### src/rtl/sensor_alarm_ctrl_if.sv
// rtl/sensor_alarm_ctrl_if.sv - sensor/buzzer bundle between pad ring and the alarm controller
interface sensor_alarm_ctrl_if #(
  parameter int NCH  = 3,
  parameter int ID_W = 2
);
  logic            ena;
  logic [NCH-1:0]  sensor;
  logic            ack;
  logic            latch_mode;
  logic [NCH-1:0]  buzzer;
  logic            active;
  logic [ID_W-1:0] alarm_id;
  logic [7:0]      alarm_count;

  modport master (
    output ena, sensor, ack, latch_mode,
    input  buzzer, active, alarm_id, alarm_count
  );

  modport slave (
    input  ena, sensor, ack, latch_mode,
    output buzzer, active, alarm_id, alarm_count
  );
endinterface

### src/rtl/sensor_alarm_ctrl.sv
// rtl/sensor_alarm_ctrl.sv - debounced priority sensor alarm with hold/latch, ack and event count
module sensor_alarm_ctrl #(
  parameter int NCH         = 3,
  parameter int DEB_CYCLES  = 8,
  parameter int HOLD_CYCLES = 32,
  parameter int ID_W        = 2
) (
  input  logic                 clk,
  input  logic                 rst_n,
  sensor_alarm_ctrl_if.slave   bus
);
  localparam int CW = $clog2(DEB_CYCLES + 1);
  localparam int HW = (HOLD_CYCLES > 1) ? $clog2(HOLD_CYCLES) : 1;
  localparam logic [CW-1:0] DEB_MAX  = CW'(DEB_CYCLES);
  localparam logic [CW:0]   DEB_HIT  = (CW+1)'(DEB_CYCLES);
  localparam logic [HW-1:0] HOLD_MAX = HW'(HOLD_CYCLES - 1);

  typedef enum logic {IDLE, ALARM} state_t;

  state_t          state_q, state_d;
  logic [NCH-1:0]  buzzer_q, buzzer_d;
  logic            active_q, active_d;
  logic [ID_W-1:0] id_q, id_d;
  logic [7:0]      count_q, count_d;
  logic [HW-1:0]   hold_q, hold_d;
  logic [ID_W-1:0] cand_q, cand_d;
  logic [CW-1:0]   cnt_q, cnt_d;

  logic [ID_W-1:0] c;
  logic [NCH-1:0]  onehot;
  logic [CW:0]     raw_cnt;
  logic [CW-1:0]   sat_cnt;
  logic            confirm;
  logic [7:0]      count_inc;

  // Lowest-numbered asserted sensor wins; encoded as 1+index so 0 means none.
  always_comb begin
    c = '0;
    for (int i = NCH - 1; i >= 0; i--) begin
      if (bus.sensor[i]) c = ID_W'(i + 1);
    end
  end

  always_comb begin
    onehot = '0;
    for (int i = 0; i < NCH; i++) begin
      onehot[i] = (c == ID_W'(i + 1));
    end
  end

  // raw_cnt is one bit wider so a saturated run never compares equal to DEB again.
  always_comb begin
    raw_cnt = (CW+1)'(1);
    if (c == cand_q) raw_cnt = {1'b0, cnt_q} + (CW+1)'(1);
    sat_cnt = (raw_cnt > DEB_HIT) ? DEB_MAX : raw_cnt[CW-1:0];
  end

  assign confirm   = (c != '0) && (raw_cnt == DEB_HIT);
  assign count_inc = (count_q == 8'hFF) ? 8'hFF : count_q + 8'd1;

  always_comb begin
    state_d  = state_q;
    buzzer_d = buzzer_q;
    id_d     = id_q;
    count_d  = count_q;
    hold_d   = hold_q;
    cand_d   = c;
    cnt_d    = (c == '0) ? '0 : sat_cnt;

    case (state_q)
      IDLE: begin
        buzzer_d = '0;
        id_d     = '0;
        if (confirm) begin
          state_d  = ALARM;
          buzzer_d = onehot;
          id_d     = c;
          hold_d   = '0;
          count_d  = count_inc;
        end
      end
      ALARM: begin
        if (bus.ack) begin
          state_d  = IDLE;
          buzzer_d = '0;
          id_d     = '0;
          hold_d   = '0;
          cand_d   = '0;
          cnt_d    = '0;
        end else if (confirm && (c < id_q)) begin
          buzzer_d = onehot;
          id_d     = c;
          hold_d   = '0;
          count_d  = count_inc;
        end else if (!bus.latch_mode && (hold_q == HOLD_MAX)) begin
          state_d  = IDLE;
          buzzer_d = '0;
          id_d     = '0;
          hold_d   = '0;
          cand_d   = '0;
          cnt_d    = '0;
        end else if (hold_q != HOLD_MAX) begin
          hold_d = hold_q + HW'(1);
        end
      end
      default: begin
        state_d  = IDLE;
        buzzer_d = '0;
        id_d     = '0;
      end
    endcase

    active_d = (state_d == ALARM);
  end

  always_ff @(posedge clk or negedge rst_n) begin
    if (!rst_n) begin
      state_q  <= IDLE;
      buzzer_q <= '0;
      active_q <= 1'b0;
      id_q     <= '0;
      count_q  <= '0;
      hold_q   <= '0;
      cand_q   <= '0;
      cnt_q    <= '0;
    end else if (bus.ena) begin
      state_q  <= state_d;
      buzzer_q <= buzzer_d;
      active_q <= active_d;
      id_q     <= id_d;
      count_q  <= count_d;
      hold_q   <= hold_d;
      cand_q   <= cand_d;
      cnt_q    <= cnt_d;
    end
  end

  assign bus.buzzer      = buzzer_q;
  assign bus.active      = active_q;
  assign bus.alarm_id    = id_q;
  assign bus.alarm_count = count_q;
endmodule

### src/flat_wrapper.sv
// flat-port wrapper written by rule: the top's interface ports become plain ports
module sensor_alarm_ctrl_flat 
#(
  parameter int NCH         = 3,
  parameter int DEB_CYCLES  = 8,
  parameter int HOLD_CYCLES = 32,
  parameter int ID_W        = 2
)
  (clk, rst_n, bus_ena, bus_sensor, bus_ack, bus_latch_mode, bus_buzzer, bus_active, bus_alarm_id, bus_alarm_count);
  sensor_alarm_ctrl_if #(.NCH(NCH), .ID_W(ID_W)) bus_i ();
  input  logic clk;
  input  logic rst_n;
  input wire logic [$bits(bus_i.ena)-1:0] bus_ena;
  input wire logic [$bits(bus_i.sensor)-1:0] bus_sensor;
  input wire logic [$bits(bus_i.ack)-1:0] bus_ack;
  input wire logic [$bits(bus_i.latch_mode)-1:0] bus_latch_mode;
  output wire logic [$bits(bus_i.buzzer)-1:0] bus_buzzer;
  output wire logic [$bits(bus_i.active)-1:0] bus_active;
  output wire logic [$bits(bus_i.alarm_id)-1:0] bus_alarm_id;
  output wire logic [$bits(bus_i.alarm_count)-1:0] bus_alarm_count;
  assign bus_i.ena = bus_ena;
  assign bus_i.sensor = bus_sensor;
  assign bus_i.ack = bus_ack;
  assign bus_i.latch_mode = bus_latch_mode;
  assign bus_buzzer = bus_i.buzzer;
  assign bus_active = bus_i.active;
  assign bus_alarm_id = bus_i.alarm_id;
  assign bus_alarm_count = bus_i.alarm_count;
  sensor_alarm_ctrl #(.NCH(NCH), .DEB_CYCLES(DEB_CYCLES), .HOLD_CYCLES(HOLD_CYCLES), .ID_W(ID_W)) u_core (.clk(clk), .rst_n(rst_n), .bus(bus_i));
endmodule
### config.mk
export PLATFORM = sky130hd
export DESIGN_NAME = sensor_alarm_ctrl_flat
export DESIGN_NICKNAME = d
export VERILOG_FILES = /design/src/rtl/sensor_alarm_ctrl_if.sv /design/src/rtl/sensor_alarm_ctrl.sv /design/src/flat_wrapper.sv
export SDC_FILE = /design/constraint.sdc
export NUM_CORES = 1
export LEC_CHECK = 0
export BUFFER_PORTS_ARGS = -buffer_cell sky130_fd_sc_hd__buf_2
export CAP_MARGIN = 20
export CORE_AREA = 5 5 59 61
export CTS_CLUSTER_DIAMETER = 80
export CTS_CLUSTER_SIZE = 20
export DETAILED_ROUTE_END_ITERATION = 6
export DIE_AREA = 0 0 64 66
export GPL_TIMING_DRIVEN = 0
export PLACE_DENSITY = 0.86
export SLEW_MARGIN = 30
export SYNTH_ARGS = -nofsm -noshare
export SYNTH_HDL_FRONTEND = slang
export SYNTH_SLANG_ARGS = --single-unit
### constraint.sdc
create_clock -name clk -period 2.45 [get_ports clk]
set_input_delay 0.245 -clock clk [delete_from_list [all_inputs] [get_ports clk]]
set_output_delay 0.245 -clock clk [all_outputs]
set_load 0.02 [all_outputs]
==> qor.yml <==
worst_setup_path:
  crit_slowest_cell: "dfrtp_1"
  cp-startpoint: "u_core.hold_q[0]$_DFFE_PN0P_"
  start_kind: "register"
  cpMostUsedCell: "ha_1"
  worst-path-buf-inv: 0
  path_delay_family: "compound AO/OA/AOI/OAI gates"
  crit_path_max_fanout: 5
  cp.arrival_ns: 2.54
  path_class: "register to register"
  cp_cell_sequence: "ha_1 > and3_1 > ha_1 > nor2b_1 > o21ai_0 > a31oi_1 > o41ai_1 > a22o_1"
  max_stage_delay_ns: 0.44
  end_kind: "register"
  critPathRequiredTime_ns: 2.72
  r2r_start: "u_core.hold_q[0]$_DFFE_PN0P_"
timing:
  setup_viol: 0
  fin_hold_ws_ns: 0.237
  layout_min_cycle_time_ns: 2.27
  tns_ns: 0
  slew_violations: 0
  slew_headroom_pct: 51.8
  finalCritPeriodShare_pct: 92.6
  rsz0062_at_grt: "false"
  tightest_slew_ns: 0.718
  finalHoldViolations: 0
  fmax_ghz: 0.441
  skew_ns: 0.00979
finish:
  fin_nets: 196
  final_area_sq_um: 1740
  insertedDiodeCount: 0
  area_delta_synth_final_pct: 11.7
  drive_above_1_share_pct: 21.4
  finalNonFillerCells: 215
die:
  initial_core_util_pct: 53.2
  io_pins: 22
  die_w_um: 64
  core.rowCount: 20
  core_sq_um: 2930
  floorplan.die.height_um: 66
  die_area_sq_um: 4220
global_route:
  antenna_found_initial: 0
  grt_pass1_vias: 1464
  overflow: 0
  grt_pass1_wl_mm: 6.36
  grt_max_degree: 26
  track_usage_pct: 18.4
pwr:
  p_per_area_nw_per_um2: 409
  power_switching_uw: 195
  power_frac_seq_pct: 60.6
  p_leak_nw: 0.874
  ir_drop_uv: 386
  clkPwrFrac_pct: 27.0
  p_sw_share_pct: 27.4
  power_uw: 712
  p_comb_share_pct: 12.4
  cell_internal_pwr_uw: 517
clock_network:
  cts.reportedPaths.clkPinSlew_ns: 0.14
  cts_tree: "built"
  cts.root.buffer_cell: "clkbuf_4"
  post-cts-setup-buffer-count: 0
  cts_buffers: 3
  ctsResizeCount: 0
  hold_buffers: 1
  cts_num_sinks: 25
  clk_path_buf_depth: 2
  clk_latency_ns: 0.33
  htree_levels: 1
logic_synthesis:
  yosys_most_used_dff: "dfrtp_1"
  synth_commonest_cells: "dfrtp_1 (25), a31oi_1 (10), inv_1 (10)"
  yosysMostFrequentCell: "dfrtp_1"
  seq_area_frac_synth_pct: 40.2
  synth_top_area_share_pct: 40.2
  ys_async_sr_fraction_pct: 100
  yosysUniqueCellTypes: 46
  synth_edf_count: 0
  yosysWarnings: 0
  synth_area_sq_um: 1560
  avgSynthCellArea_sq_um: 9.99
  synthCells: 156
  ys_ff_latch: 25
  yosysTopAreaCell: "dfrtp_1"
  syn-num-nets: 169
  netlist_top_cells_area: "dfrtp_1 (40%), a31oi_1 (4.0%), ha_1 (4.0%)"
placement:
  numPortBuffers: 21
  hpwl_mm: 2.76
  place_area_sq_um: 1700
  place_congestion: 0.802
  place_inst: 210
routing:
  drcViolationCount: 0
  ant_nets: 0
  vias: 1384
  post_drt_wl_per_cell_um: 17.1
  drt_iter0_drc: 37
  drtPass1Iterations: 4
  postRouteWirelength_mm: 3.68
  vias_per_cell: 6.44
job:
  drv_cap: 0
worst_hold_path:
  min_path_type: "input port to register"
  holdCritStartpoint: "bus_sensor[0]"
outcome:
  outcome: "finished clean"
==> metrics by stage <==
stage                     setup WS (ns)  utilization, %
after detailed placement          0.227            58.2
after floorplan                   0.463               -
after global placement            0.279            58.2
after global routing             0.0677            59.4
final                             0.182            59.4
after CTS                         0.217            59.4
==> cell type report <==
class                      count  area, sq um
buffer                         4         37.5
fill                         249         1190
clock buffer                   4         26.3
sequential                    25          626
inverter                      10         37.5
multi-input combinational    117          857
tap                           33         41.3
timing repair buffer          22          115
==> cells by family after synthesis <==
family          count (synthesis)  synth area share (%)
mux                             2                  1.37
flops                          25                  40.2
fa+ha+maj                       5                  4.02
buf+inv                        14                  4.82
compound gates                 54                  27.4
simple gates                   56                  22.3
==> metal layers <==
metal  part of all wire [%]  wire, um  track usage (%)
met1                     45      1650             22.8
met2                     49      1820             31.9
met3                    4.0       148             2.21
met4                    1.6        57             8.05
met5                      0         0                0
==> placed cells by master (no fill, tap or decap), drive strengths merged, types with 3 or more instances in the layout <==
cell,netlist,routed
nor3,3,3
ha,5,5
inv,10,10
nand4,4,4
or2,3,3
nand3,4,4
a31oi,10,10
nand2b,3,3
buf,3,24
a21oi,6,6
nor2,7,7
a22o,6,6
o21ai,8,8
and3,7,7
nand2,8,8
a32o,4,4
dfrtp,25,25
clkbuf,1,5
nor2b,8,8
==> worst register-to-register path, stage by stage, from the launching register on <==
cell,delay (ns)
dfrtp_1,0.44
ha_1,0.22
and3_1,0.18
ha_1,0.25
nor2b_1,0.17
o21ai_0,0.26
a31oi_1,0.13
o41ai_1,0.37
a22o_1,0.18
==> sequential cells by signal, summed over array words and instances (netlist names) <==
register,count
u_core.hold_q,5
u_core.cand_q,2
u_core.bus.buzzer,3
u_core.cnt_q,4
u_core.bus.alarm_count,8
u_core.bus.alarm_id,2
u_core.state_q,1
==> power by group through the flow <==
stage	Clock, mW	Combinational, mW	Sequential [mW]
after floorplan	0	0.0545	0.436
after global routing	0.210	0.0980	0.434
final	0.192	0.0883	0.432
after detailed placement	0	0.0860	0.439
after global placement	0	0.0809	0.437
after CTS	0.200	0.0875	0.431
==> path summary, 6_finish.rpt <==
| check | to | slack (ns) | cells after the start |
|---|---|---|---|
| max | u_core.cnt_q[2]$_DFFE_PN0P_ | 0.18 | 8 |
| min | u_core.bus.buzzer[0]$_DFFE_PN0P_ | 0.24 | 2 |
| max reg2reg | u_core.cnt_q[2]$_DFFE_PN0P_ | 0.18 | 8 |
| min reg2reg | u_core.bus.buzzer[2]$_DFFE_PN0P_ | 0.51 | 1 |
| max in group asynchronous | u_core.cand_q[1]$_DFFE_PN0P_ | 1.66 | 2 |
| min in group asynchronous | u_core.hold_q[3]$_DFFE_PN0P_ | 0.42 | 2 |
No activity file was read; power rests on OpenSTA's default activity.
